### src/rtl/srl_pkg.sv
// Shared helpers for the programmable SRL delay line.
//
// Contents:
//   clog2     - ceiling log2, used to size the length field (AW) from DEPTH
//   depth_ok  - true when a depth is a power of two and at least 2
//   DEFAULT_DEPTH / DEFAULT_DEPTH_OK - the stock 32-deep configuration and
//               its legality check, evaluated at elaboration time
package srl_pkg;

   function automatic int clog2(input int value);
      int result;
      result = 0;
      for (int v = value - 1; v > 0; v = v >> 1) begin
         result++;
      end
      return result;
   endfunction

   function automatic bit depth_ok(input int depth);
      return (depth >= 2) && ((depth & (depth - 1)) == 0);
   endfunction

   localparam int DEFAULT_DEPTH    = 32;
   localparam bit DEFAULT_DEPTH_OK = depth_ok(DEFAULT_DEPTH);

endpackage

### src/rtl/srl_delay_line_if.sv
// Data/control bundle for srl_delay_line.
//
// Signals:
//   ce      shift enable, one word accepted per cycle with ce=1
//   d       input word (WIDTH)
//   len     requested length code (AW); delay = len+1 strobes
//   len_ld  load strobe for len
//   y       registered delayed word (WIDTH)
//   valid   y carries a word accepted since the last reset/length load
//   yc      cascade tap, fixed delay of DEPTH strobes (WIDTH)
//
// Modports: master drives the request side, slave is the delay line itself.
interface srl_delay_line_if
   import srl_pkg::*;
#(
   parameter int WIDTH = 4,
   parameter int DEPTH = 32
);
   localparam int AW = clog2(DEPTH);

   logic             ce;
   logic [WIDTH-1:0] d;
   logic [AW-1:0]    len;
   logic             len_ld;
   logic [WIDTH-1:0] y;
   logic             valid;
   logic [WIDTH-1:0] yc;

   modport master (
      output ce, d, len, len_ld,
      input  y, valid, yc
   );

   modport slave (
      input  ce, d, len, len_ld,
      output y, valid, yc
   );

endinterface

### src/rtl/srl_store.sv
// Reset-free shift array for the SRL delay line. Kept free of any reset
// so synthesis can map it onto SRL primitives.
//
// Ports:
//   clk   rising-edge clock
//   ce    shift enable: mem[0] <= d, mem[i] <= mem[i-1]
//   d     input word
//   addr  tap address into the array
//   tap   mem[addr] (combinational)
//   last  mem[DEPTH-1], the oldest stored word (combinational)
module srl_store
   import srl_pkg::*;
#(
   parameter  int WIDTH = 4,
   parameter  int DEPTH = 32,
   localparam int AW    = clog2(DEPTH)
) (
   input  logic             clk,
   input  logic             ce,
   input  logic [WIDTH-1:0] d,
   input  logic [AW-1:0]    addr,
   output logic [WIDTH-1:0] tap,
   output logic [WIDTH-1:0] last
);

   logic [WIDTH-1:0] mem [DEPTH];

   always_ff @(posedge clk) begin
      if (ce) begin
         mem[0] <= d;
         for (int i = 1; i < DEPTH; i++) begin
            mem[i] <= mem[i-1];
         end
      end
   end

   assign tap  = mem[addr];
   assign last = mem[DEPTH-1];

endmodule

### src/rtl/srl_delay_line.sv
// Programmable-length delay line for DSP datapath alignment.
// Delay from d to y is len_q+1 ce strobes; y is registered and valid flags
// that y carries a word accepted since the last reset or length load.
// yc is a fixed DEPTH-strobe cascade tap straight from storage.
//
// Parameters: WIDTH word width, DEPTH max delay (power of two, >=2),
//             LEN_RST length code applied at reset.
// Ports:
//   clk  rising-edge clock
//   rst  asynchronous active-high reset (y, valid, fill, len_q)
//   bus  srl_delay_line_if slave modport (ce, d, len, len_ld, y, valid, yc)
module srl_delay_line
   import srl_pkg::*;
#(
   parameter  int WIDTH   = 4,
   parameter  int DEPTH   = 32,
   parameter  int LEN_RST = DEPTH - 1,
   localparam int AW      = clog2(DEPTH)
) (
   input  logic            clk,
   input  logic            rst,
   srl_delay_line_if.slave bus
);

   generate
      if (!depth_ok(DEPTH)) begin : g_bad_depth
         $error("srl_delay_line: DEPTH must be a power of two and at least 2");
      end
   endgenerate

   logic [AW-1:0]    len_q;
   logic [AW:0]      fill;
   logic [AW:0]      fill_nxt;
   logic [AW:0]      len_p1;
   logic [AW-1:0]    tap_addr;
   logic [WIDTH-1:0] tap_word;
   logic [WIDTH-1:0] last_word;
   logic [WIDTH-1:0] y_q;
   logic             valid_q;

   // Tap address wraps to DEPTH-1 when len_q is 0; that path is unused
   // because the bypass mux selects d directly in that case.
   assign len_p1   = {1'b0, len_q} + (AW+1)'(1);
   assign tap_addr = len_q - AW'(1);

   srl_store #(
      .WIDTH (WIDTH),
      .DEPTH (DEPTH)
   ) u_store (
      .clk  (clk),
      .ce   (bus.ce),
      .d    (bus.d),
      .addr (tap_addr),
      .tap  (tap_word),
      .last (last_word)
   );

   always_ff @(posedge clk or posedge rst) begin
      if (rst) begin
         len_q <= AW'(LEN_RST);
      end else if (bus.len_ld) begin
         len_q <= bus.len;
      end
   end

   // A load discards the strobe it coincides with; otherwise count
   // strobes up to the current delay and hold there.
   always_comb begin
      fill_nxt = fill;
      if (bus.len_ld) begin
         fill_nxt = '0;
      end else if (bus.ce && (fill != len_p1)) begin
         fill_nxt = fill + (AW+1)'(1);
      end
   end

   // valid looks at the next fill value so it rises on the same edge that
   // brings the first post-load word onto y.
   always_ff @(posedge clk or posedge rst) begin
      if (rst) begin
         fill    <= '0;
         valid_q <= 1'b0;
      end else begin
         fill    <= fill_nxt;
         valid_q <= (fill_nxt == len_p1);
      end
   end

   // Output register reads pre-shift storage, so mem[len_q-1] is the word
   // accepted len_q strobes ago; a zero length bypasses storage entirely.
   always_ff @(posedge clk or posedge rst) begin
      if (rst) begin
         y_q <= '0;
      end else if (bus.ce) begin
         y_q <= (len_q == '0) ? bus.d : tap_word;
      end
   end

   assign bus.y     = y_q;
   assign bus.valid = valid_q;
   assign bus.yc    = last_word;

endmodule

### src/flat_wrapper.sv
// flat-port wrapper written by rule: the top's interface ports become plain ports
module srl_delay_line_flat import srl_pkg::*;
#(
   parameter  int WIDTH   = 4,
   parameter  int DEPTH   = 32,
   parameter  int LEN_RST = DEPTH - 1,
   localparam int AW      = clog2(DEPTH)
)
  (clk, rst, bus_ce, bus_d, bus_len, bus_len_ld, bus_y, bus_valid, bus_yc);
  srl_delay_line_if #(.WIDTH(WIDTH), .DEPTH(DEPTH)) bus_i ();
  input  logic clk;
  input  logic rst;
  input wire logic [$bits(bus_i.ce)-1:0] bus_ce;
  input wire logic [$bits(bus_i.d)-1:0] bus_d;
  input wire logic [$bits(bus_i.len)-1:0] bus_len;
  input wire logic [$bits(bus_i.len_ld)-1:0] bus_len_ld;
  output wire logic [$bits(bus_i.y)-1:0] bus_y;
  output wire logic [$bits(bus_i.valid)-1:0] bus_valid;
  output wire logic [$bits(bus_i.yc)-1:0] bus_yc;
  assign bus_i.ce = bus_ce;
  assign bus_i.d = bus_d;
  assign bus_i.len = bus_len;
  assign bus_i.len_ld = bus_len_ld;
  assign bus_y = bus_i.y;
  assign bus_valid = bus_i.valid;
  assign bus_yc = bus_i.yc;
  srl_delay_line #(.WIDTH(WIDTH), .DEPTH(DEPTH), .LEN_RST(LEN_RST)) u_core (.clk(clk), .rst(rst), .bus(bus_i));
endmodule
### config.mk
export PLATFORM = sky130hd
export DESIGN_NAME = srl_delay_line_flat
export DESIGN_NICKNAME = d
export VERILOG_FILES = /design/src/rtl/srl_pkg.sv /design/src/rtl/srl_delay_line_if.sv /design/src/rtl/srl_store.sv /design/src/rtl/srl_delay_line.sv /design/src/flat_wrapper.sv
export SDC_FILE = /design/constraint.sdc
export NUM_CORES = 1
export LEC_CHECK = 0
export CAP_MARGIN = 25
export CORE_MARGIN = 5
export CORE_UTILIZATION = 40
export DETAILED_ROUTE_END_ITERATION = 16
export GPL_TIMING_DRIVEN = 0
export PLACE_DENSITY_LB_ADDON = 0.1
export SLEW_MARGIN = 20
export SYNTH_ARGS = -nofsm -noshare
export SYNTH_HDL_FRONTEND = slang
export SYNTH_SLANG_ARGS = --single-unit
### constraint.sdc
create_clock -name clk -period 4.6 [get_ports clk]
set_clock_uncertainty 0.1 [all_clocks]
set_input_delay 1.38 -clock clk [delete_from_list [all_inputs] [get_ports clk]]
set_output_delay 1.38 -clock clk [all_outputs]
set_load 0.01 [all_outputs]
# Word level (Yosys, flattened, before mapping)
# Memories as Yosys holds them, arrays and structs flattened.
# Cells that the tools add are included.
[totals] ff_bits=16 ramBits=128 in_bits=13 output_inout_bits=9 word_cells=17 n_memories=1
[op_classes] add_sub_neg=3 n_eq_ne=2 n_mux=5 reduce_logical=2
[memory_table] name="u_core.u_store.mem" words=32 width=4 read_ports=33 rd_clocked_by_memory_dff=0 wr=32 line_no="srl_store.sv:26" rtl="logic [WIDTH-1:0] mem [DEPTH];"
[op_table] op="2-to-1 mux 6 bit" n=2
[op_table] op="adder 5 x 1 -> 6 bit, second input constant" n=1
[op_table] op="adder 6 x 1 -> 6 bit, second input constant" n=1
[op_table] op="equality test 6 bit" n=1
[op_table] op="inequality test 6 bit" n=1
[op_table] op="zero test 5 bit" n=1
[op_table] op="subtractor 5 x 1 -> 5 bit, second input constant" n=1
[op_table] op="2-to-1 mux 4 bit" n=1
[op_table] op="2-to-1 mux 1 bit" n=2
[op_table] op="logical AND 1 bit" n=1

# Depth between registers and ports, before layout
# Gate-level depths: netlist of the first run.
[depth] word_depth=6 depth_mapped=13 depth_no_buf=9

# By module
# A second synthesis of the first run with hierarchy kept.
[hier_totals] cells_unflattened=340 hier_area_um2=6274.8
[modules_own_cells] mod="srl_store" instances=1 cells_each=181 area_each_um2=4847.1 seq_area_each_um2=3843.7
[modules_own_cells] mod="srl_delay_line" instances=1 cells_each=159 area_each_um2=1427.6 seq_area_each_um2=406.6

# Least setup slack after synthesis of the first run
# OpenSTA, ideal clock, no wires.
[synth_path] kind="reg-to-reg" startpoint="register u_core.len_q[0]" endpoint="register u_core.y_q[0] (netlist: u_core.bus.y[0])" setup_ns=0.125 arrival_time_ns=3.405 required_ns=4.375 path_slack_ns=0.971 path_stages_with_launch=12 path_buffers=4 period_less_slack_ns=3.629 path_cell_list="dfstp_2 buf_6 buf_2 inv_1 ha_1 clkbuf_1 clkbuf_1 mux4_2 mux4_2 a211oi_1 a31oi_1 mux2_2"
[synth_between] elab_chain_cells=3 elab_cells_between_ends=4 classes_between="add/sub: 1; mux: 1; reduce/logical: 1; memory: 1"
[synth_lines] element="start: declaration" line_no="srl_delay_line.sv:31" rtl="logic [AW-1:0] len_q;"
[synth_lines] element="start signal: assignment" line_no="srl_delay_line.sv:60" rtl="len_q <= AW'(LEN_RST);"
[synth_lines] element="start signal: assignment" line_no="srl_delay_line.sv:62" rtl="len_q <= bus.len;"
[synth_lines] element="subtractor 5 x 1 -> 5 bit" line_no="srl_delay_line.sv:44" rtl="assign tap_addr = len_q - AW'(1);"
[synth_lines] element="memory (32 x 4 bit)"
[synth_lines] element="2-to-1 mux 4 bit (*)" line_no="srl_delay_line.sv:95" rtl="y_q <= (len_q == '0) ? bus.d : tap_word;"
[synth_lines] element="end signal: assignment" line_no="srl_delay_line.sv:95"
[synth_lines] element="end: declaration" line_no="srl_delay_line.sv:38" rtl="logic [WIDTH-1:0] y_q;"
# Every way passes the cells marked *; elsewhere a longest branch is shown, timed or not.
# A chain may end at the register's enable or synchronous reset.

# Final worst setup path of the first run
# Same ends and word-level chain as after synthesis.

==> results of run 1 <==
sequential cells by signal (all words and copies together), names as in the netlist:
name                cells
u_core.bus.valid        1
u_core.bus.y            4
u_core.u_store.mem    128
u_core.fill             6
u_core.len_q            5
metal layers:
layer  track usage (%)  up-vias  wire length (um)
li1                  -     1433                 -
met1              19.7     1663              5760
met2              20.1       39              5540
met3              4.31        7               345
met4              3.85        0                89
met5                 0        -                 0
how the worst min path moves through the flow:
| stage | startpoint | to | slack, ns | depth (start not counted) |
|---|---|---|---|---|
| after global routing | u_core.u_store.mem[1][1] | u_core.u_store.mem[2][1] | 0.36 | 0 |
| after floorplan | u_core.u_store.mem[9][0] | u_core.u_store.mem[10][0] | 0.32 | 0 |
| after detailed placement | u_core.u_store.mem[17][1] | u_core.u_store.mem[18][1] | 0.33 | 0 |
| after CTS | u_core.u_store.mem[17][1] | u_core.u_store.mem[18][1] | 0.34 | 0 |
| final | u_core.u_store.mem[17][1] | u_core.u_store.mem[18][1] | 0.34 | 0 |
| after global placement | u_core.u_store.mem[6][1] | u_core.u_store.mem[7][1] | 0.32 | 0 |
logic make-up (layout without fill, tap and decap cells):
logic type / count (synthesis) / after routing / share of synthesized area [%]
mux: 53 / 53 / 17.1
flops: 144 / 144 / 68.9
simple gates: 65 / 65 / 5.60
fa+ha+maj: 3 / 3 / 0.608
xor+xnor: 17 / 17 / 2.66
buf+inv: 26 / 81 / 2.27
compound gates: 25 / 25 / 2.90
worst max-delay path, cell delays in order, from the launching register on:
cell and delay [ns]:
dfstp_2 0.54, buf_6 0.18, buf_2 0.36, inv_1 0.16
ha_1 0.67, clkbuf_2 0.47, mux4_2 0.38, mux4_2 0.50
a211oi_1 0.27, a31oi_1 0.09, mux2_2 0.30
area by class of cell:
cell class	count	area share, %
inverter	7	0.362
multi-input combinational	163	24.6
sequential	144	58.5
timing repair buffer	24	3.55
tap	188	3.24
buffer	18	1.55
clock buffer	18	5.91
clock inverter	14	2.19
power breakdown:
part           total [mW]  switching [mW]  internal [mW]
Clock                1.37           0.558          0.807
Combinational       0.461           0.221          0.240
Sequential           1.58          0.0482           1.53
Total                3.40           0.827           2.57
layout by cell type (no fill, tap or decap), drive strengths merged, types with 3 or more instances in the layout:
cell / n
o21ai: 4
xor2: 4
a31oi: 3
nor3: 5
nand4: 3
clkdlybuf4s50: 20
ha: 3
clkinvlp: 5
clkinv: 3
dfstp: 5
mux2i: 3
xnor2: 12
nand2: 16
nor2: 15
mux4: 40
buf: 15
nor3b: 3
dfrtp: 11
a211oi: 5
clkbuf: 25
edfxtp: 128
mux2: 10
nand3: 5
inv: 11
or3: 3
and3: 4
what timing repair did:
action | 4_1_cts | 5_1_grt
setup buffers | 0 | 0
gates resized for setup | 1 | 2
endpoints found under the hold margin | 0 | 0
setup endpoints to repair | 3 | 4
per-stage QoR:
stage | TNS [ns] | area [um2]
finish | 0 | 7260
detailed placement | -0.303 | 6670
global placement | -276.56 | 6620
CTS | 0 | 7260
global route | 0 | 7260
floorplan | 0 | 6170
==> flow_summary_export.csv, run 1 <==
group,metric,value,unit
logic_synthesis,synth_warnings,0,
cells_and_area,fillers,1260,
detailed_routing,routed_wl,11700,um
power_and_ir_drop,p_leak,2.47,nW
worst_setup_path,worst_ep_required_time,4.80,ns
sta,fmax,243,MHz
logic_synthesis,ys_top_cells_by_area,"edfxtp_1 (62%), mux4_2 (15%), dfrtp_1 (4.5%)",
detailed_routing,dr_total_vias,3142,
cells_and_area,finish.utilization,47.9,%
place,globalplace.congestion,0.745,
worst_setup_path,crit_path_end,"u_core.bus.y[0]",
floorplanning,ios,22,
power_and_ir_drop,power.density,469,nW/um2
logic_synthesis,synth_area,6170,um2
sta,final_hold_viol_count,0,
cells_and_area,seq_area,4250,um2
clock_network,cts_root_buffer,"clkbuf_16",
cells_and_area,num_antenna_cells,0,
power_and_ir_drop,ir_drop,291,uV
run_status,status,"finished, final reports clean",
logic_synthesis,async_reset_ff_share,11.1,%
worst_setup_path,rr_worst_depth,10,
detailed_routing,post-route-drc-count,0,
worst_setup_path,worstReg2RegStart,"u_core.len_q[0]",
sta,period_needed,4.12,ns
place,dp_hpwl,7570,um
place,place_inst,545,
clock_network,clk_path_buf_depth,2,
floorplanning,die_h,134,um
logic_synthesis,synth_nets,349,
grt,antenna_found_initial,0,
clock_network,cts_tree,"yes",
logic_synthesis,synth-edff-count,128,
worst_setup_path,critPathKind,"flop to flop",
detailed_routing,ant_nets,0,
min_path,holdCritPathClass,"flop to flop",
cells_and_area,drive_gt1_share,26.8,%
cells_and_area,multi_input_area,1790,um2
logic_synthesis,synth.most_common_cell,"edfxtp_1",
logic_synthesis,synth_top_area_cell,"edfxtp_1",
job,drv_cap,0,
sta,setup_slack,0.477,ns
sta,hold_ws,0.336,ns
worst_setup_path,cp-end-kind,"flop",
cells_and_area,final_nets,391,
clock_network,cts_sinks,144,
detailed_routing,viasPerCell,5.45,
worst_setup_path,startpoint_type,"flop",
sta,post-route-period-util,89.6,%
logic_synthesis,synth_top_area_share,62.3,%
place,io_buffers,21,
detailed_routing,wire_per_inst,20.4,um
grt,grt_use_total,13.7,%
grt,grt_pass1_vias,3192,
floorplanning,core_region_area,15100,um2
floorplanning,rows,45,
clock_network,numCtsBuffers,17,
sta,worst_pin_slew,0.703,ns
sta,setup_viol,0,
grt,grt_max_degree,89,
logic_synthesis,ys_ff_latch,144,
sta,report.final.slew_viol_count,0,
detailed_routing,drtIter0Drc,265,
grt,grt_pass1_wl,18400,um
cells_and_area,syn_to_final_growth,17.6,%
clock_network,hold_buffers,0,
power_and_ir_drop,total_power,3.40,mW
floorplanning,initial_core_util,40.8,%
clock_network,path_clk_slew,0.07,ns
sta,max_slew_margin,53.1,%
worst_setup_path,rrSetupSlack,0.48,ns
logic_synthesis,synthTopCellsByCount,"edfxtp_1 (128), mux4_2 (40), nand2_1 (16), nor2_1 (15), xnor2_1 (12)",
clock_network,clk_latency,0.41,ns
place,post-place-ws,-0.127,ns
cells_and_area,final_cells,576,
detailed_routing,drtPass1Iterations,5,
logic_synthesis,ys_seq_area_share,68.9,%
logic_synthesis,ys_types,47,
worst_setup_path,crit_path_start,"u_core.len_q[0]",
logic_synthesis,ys.flop_type,"edfxtp_1",
clock_network,htreeDepth,4,
worst_setup_path,r2r-end,"u_core.bus.y[0]",
worst_setup_path,cp.arrival,4.32,ns
logic_synthesis,syn_avg_cell_area,18.5,um2
floorplanning,die_x,134,um
logic_synthesis,syn_inst,333,
worst_setup_path,path_max_fanout,11,
grt,gr-total-overflow,0,
floorplanning,dieArea,18000,um2
sta,rsz0062_at_grt,"false",
Note: power is estimated with default switching activity, not from simulation.
==> inputs of run 2 (changes only) <==
--- a/config.mk
+++ b/config.mk
@@ -9,7 +9,6 @@
 export CORE_MARGIN = 5
 export CORE_UTILIZATION = 40
 export DETAILED_ROUTE_END_ITERATION = 16
-export GPL_TIMING_DRIVEN = 0
 export PLACE_DENSITY_LB_ADDON = 0.1
 export SLEW_MARGIN = 20
 export SYNTH_ARGS = -nofsm -noshare
==> run 2 against run 1 <==
  * Critical path depth is 2 lower
  * Hold slack better by 0.0060 ns
  * Sequential cell count did not move
  * Sequential power about the same
  * Routed wire length shrank 5.7%
  * Sequential share of layout area is 0.55 points higher
  * Clock-buffer cell count grew 5
  * Worst setup slack improved by 0.60 ns
  * Combinational power fell by 7.8%
  * Largest power group unchanged
==> flow_summary_export.csv, run 2 (synthesized netlist as in run 1, its figures left out) <==
group,metric,value,unit
run_status,status,"finished, final reports clean",
power_and_ir_drop,switchingPower,0.769,mW
sta,post-route-period-util,76.5,%
worst_setup_path,crit_slowest_cell,"dfstp_2",
sta,setup_slack,1.08,ns
power_and_ir_drop,p_sw_share,22.3,%
min_path,holdCritPathClass,"flop to flop",
worst_setup_path,worst_ep_required_time,4.79,ns
worst_setup_path,critPathKind,"flop to flop",
worst_setup_path,cp_slowest_stage_delay,0.68,ns
grt,grt_pass1_wl,18100,um
power_and_ir_drop,combPwrFrac,12.3,%
detailed_routing,post-route-drc-count,0,
detailed_routing,ant_nets,0,
detailed_routing,wire_per_inst,19.6,um
worst_setup_path,path_delay_family,"multiplexers",
power_and_ir_drop,p_leak,2.47,nW
cells_and_area,largest_reg_flops,128,
worst_setup_path,cpMostUsedCell,"mux4_2",
clock_network,cts_setup_buffers,0,
worst_setup_path,cp.arrival,3.71,ns
sta,max_slew_margin,51.6,%
cells_and_area,seq_area,4250,um2
detailed_routing,routed_wl,11100,um
floorplanning,core_region_area,15100,um2
place,io_buffers,21,
worst_setup_path,r2r-end,"u_core.bus.y[0]",
floorplanning,ios,22,
detailed_routing,viasPerCell,5.50,
worst_setup_path,path_max_fanout,17,
sta,tns,0,ns
grt,antenna_found_initial,0,
cells_and_area,fin_area,7190,um2
sta,final_hold_viol_count,0,
cells_and_area,drive_gt1_share,25.9,%
sta,worst_pin_slew,0.721,ns
clock_network,path_clk_slew,0.06,ns
power_and_ir_drop,pwr-share-clk,41.5,%
worst_setup_path,crit_buf_inv,2,
floorplanning,die_x,134,um
floorplanning,dieArea,18000,um2
worst_setup_path,rr_worst_depth,8,
min_path,whs_path_depth,0,
place,dp_hpwl,7010,um
cells_and_area,fillers,1259,
sta,hold_ws,0.342,ns
clock_network,cts_resized,0,
sta,period_needed,3.52,ns
place,dpl_cell_area,6560,um2
grt,grt_pass1_vias,3254,
floorplanning,initial_core_util,40.8,%
grt,grt_use_total,13.2,%
grt,gr-total-overflow,0,
grt,grt_max_degree,51,
cells_and_area,final_common_cell,"edfxtp_1",
power_and_ir_drop,power.density,479,nW/um2
worst_setup_path,worstReg2RegStart,"u_core.len_q[0]",
power_and_ir_drop,seqPwrFrac,46.1,%
worst_setup_path,cp-end-kind,"flop",
cells_and_area,num_antenna_cells,0,
floorplanning,rows,45,
cells_and_area,reg_top3,"u_core.u_store.mem: 128 flops, u_core.fill: 6 flops, u_core.len_q: 5 flops",
cells_and_area,final_nets,378,
worst_setup_path,startpoint_type,"flop",
floorplanning,die_h,134,um
place,globalplace.congestion,0.795,
worst_setup_path,rrSetupSlack,1.08,ns
min_path,min_to,"u_core.u_store.mem[9][3]",
job,drv_cap,0,
worst_setup_path,worstPathCellList,"inv_1 -> ha_1 -> buf_4 -> mux4_2 -> mux4_2 -> a211oi_1 -> a31oi_1 -> mux2_2",
cells_and_area,multi_input_area,1780,um2
cells_and_area,syn_to_final_growth,16.5,%
clock_network,cts_sinks,144,
clock_network,clk_path_buf_depth,2,
clock_network,hold_buffers,0,
clock_network,cts_root_buffer,"clkbuf_16",
cells_and_area,layout_common_cells,"edfxtp_1 (128), mux4_2 (40), clkbuf_16 (20), clkdlybuf4s50_1 (20), nand2_1 (16)",
cells_and_area,max_flop_register,"u_core.u_store.mem",
detailed_routing,drtPass1Iterations,4,
place,post-place-ws,0.941,ns
detailed_routing,drtIter0Drc,197,
clock_network,cts_tree,"yes",
sta,report.final.slew_viol_count,0,
sta,rsz0062_at_grt,"false",
power_and_ir_drop,power.internal,2.68,mW
sta,fmax,284,MHz
clock_network,htreeDepth,4,
clock_network,clk_latency,0.41,ns
clock_network,numCtsBuffers,17,
detailed_routing,dr_total_vias,3097,
sta,setup_viol,0,
min_path,min_from,"u_core.u_store.mem[8][3]",
power_and_ir_drop,ir_drop,290,uV
## run 2: worst max-delay path by stage
| stage | from | to | slack, ns | cells past startpoint |
|---|---|---|---|---|
| after floorplan | u_core.len_q[0] | u_core.bus.y[0] | 0.97 | 11 |
| after global placement | bus_len_ld | u_core.bus.valid | 0.99 | 7 |
| after detailed placement | bus_len_ld | u_core.bus.valid | 0.94 | 7 |
| after CTS | u_core.len_q[0] | u_core.bus.y[2] | 0.99 | 8 |
| after global routing | u_core.len_q[0] | u_core.bus.valid | 0.72 | 9 |
| final | u_core.len_q[0] | u_core.bus.y[0] | 1.08 | 8 |
## run 2: worst reg2reg max path, stage by stage, from the launching register on
cell      delay, ns
dfstp_2        0.68
inv_1          0.14
ha_1           0.67
buf_4          0.38
mux4_2         0.36
mux4_2         0.48
a211oi_1       0.25
a31oi_1        0.08
mux2_2         0.28
## run 2: power groups by stage
stage | Sequential (mW) | Clock (mW) | Combinational, mW
2_1_floorplan | 1.59 | 0 | 0.292
5_1_grt | 1.60 | 1.52 | 0.463
3_5_place_dp | 1.62 | 0 | 0.432
4_1_cts | 1.59 | 1.46 | 0.434
3_3_place_gp | 1.61 | 0 | 0.432
6_report | 1.59 | 1.43 | 0.425
## run 2: final cells by class
cell class	instances	share of cell area [%]
clock buffers	23	7.39
clock inverters	9	1.37
inverters	7	0.365
multi-input cells	163	24.8
flip-flops and latches	144	59.1
well taps	188	3.27
repair buffers	29	3.72
## run 2: per-layer routing
metal / wire length (um) / GRT usage [%] / share of wire, %
met1: 5360 / 18.2 / 48
met2: 5250 / 20.2 / 47
met3: 350 / 4.05 / 3.2
met4: 98 / 3.73 / 0.89
met5: 0 / 0 / 0
## run 2: stage by stage
step | utilization [%] | total power [mW] | instances
global route | 47.5 | 3.59 | 563
global placement | 43.3 | 2.05 | 531
CTS | 47.5 | 3.49 | 563
detailed placement | 43.3 | 2.05 | 531
finish | 47.5 | 3.45 | 563
floorplan | - | 1.88 | 333
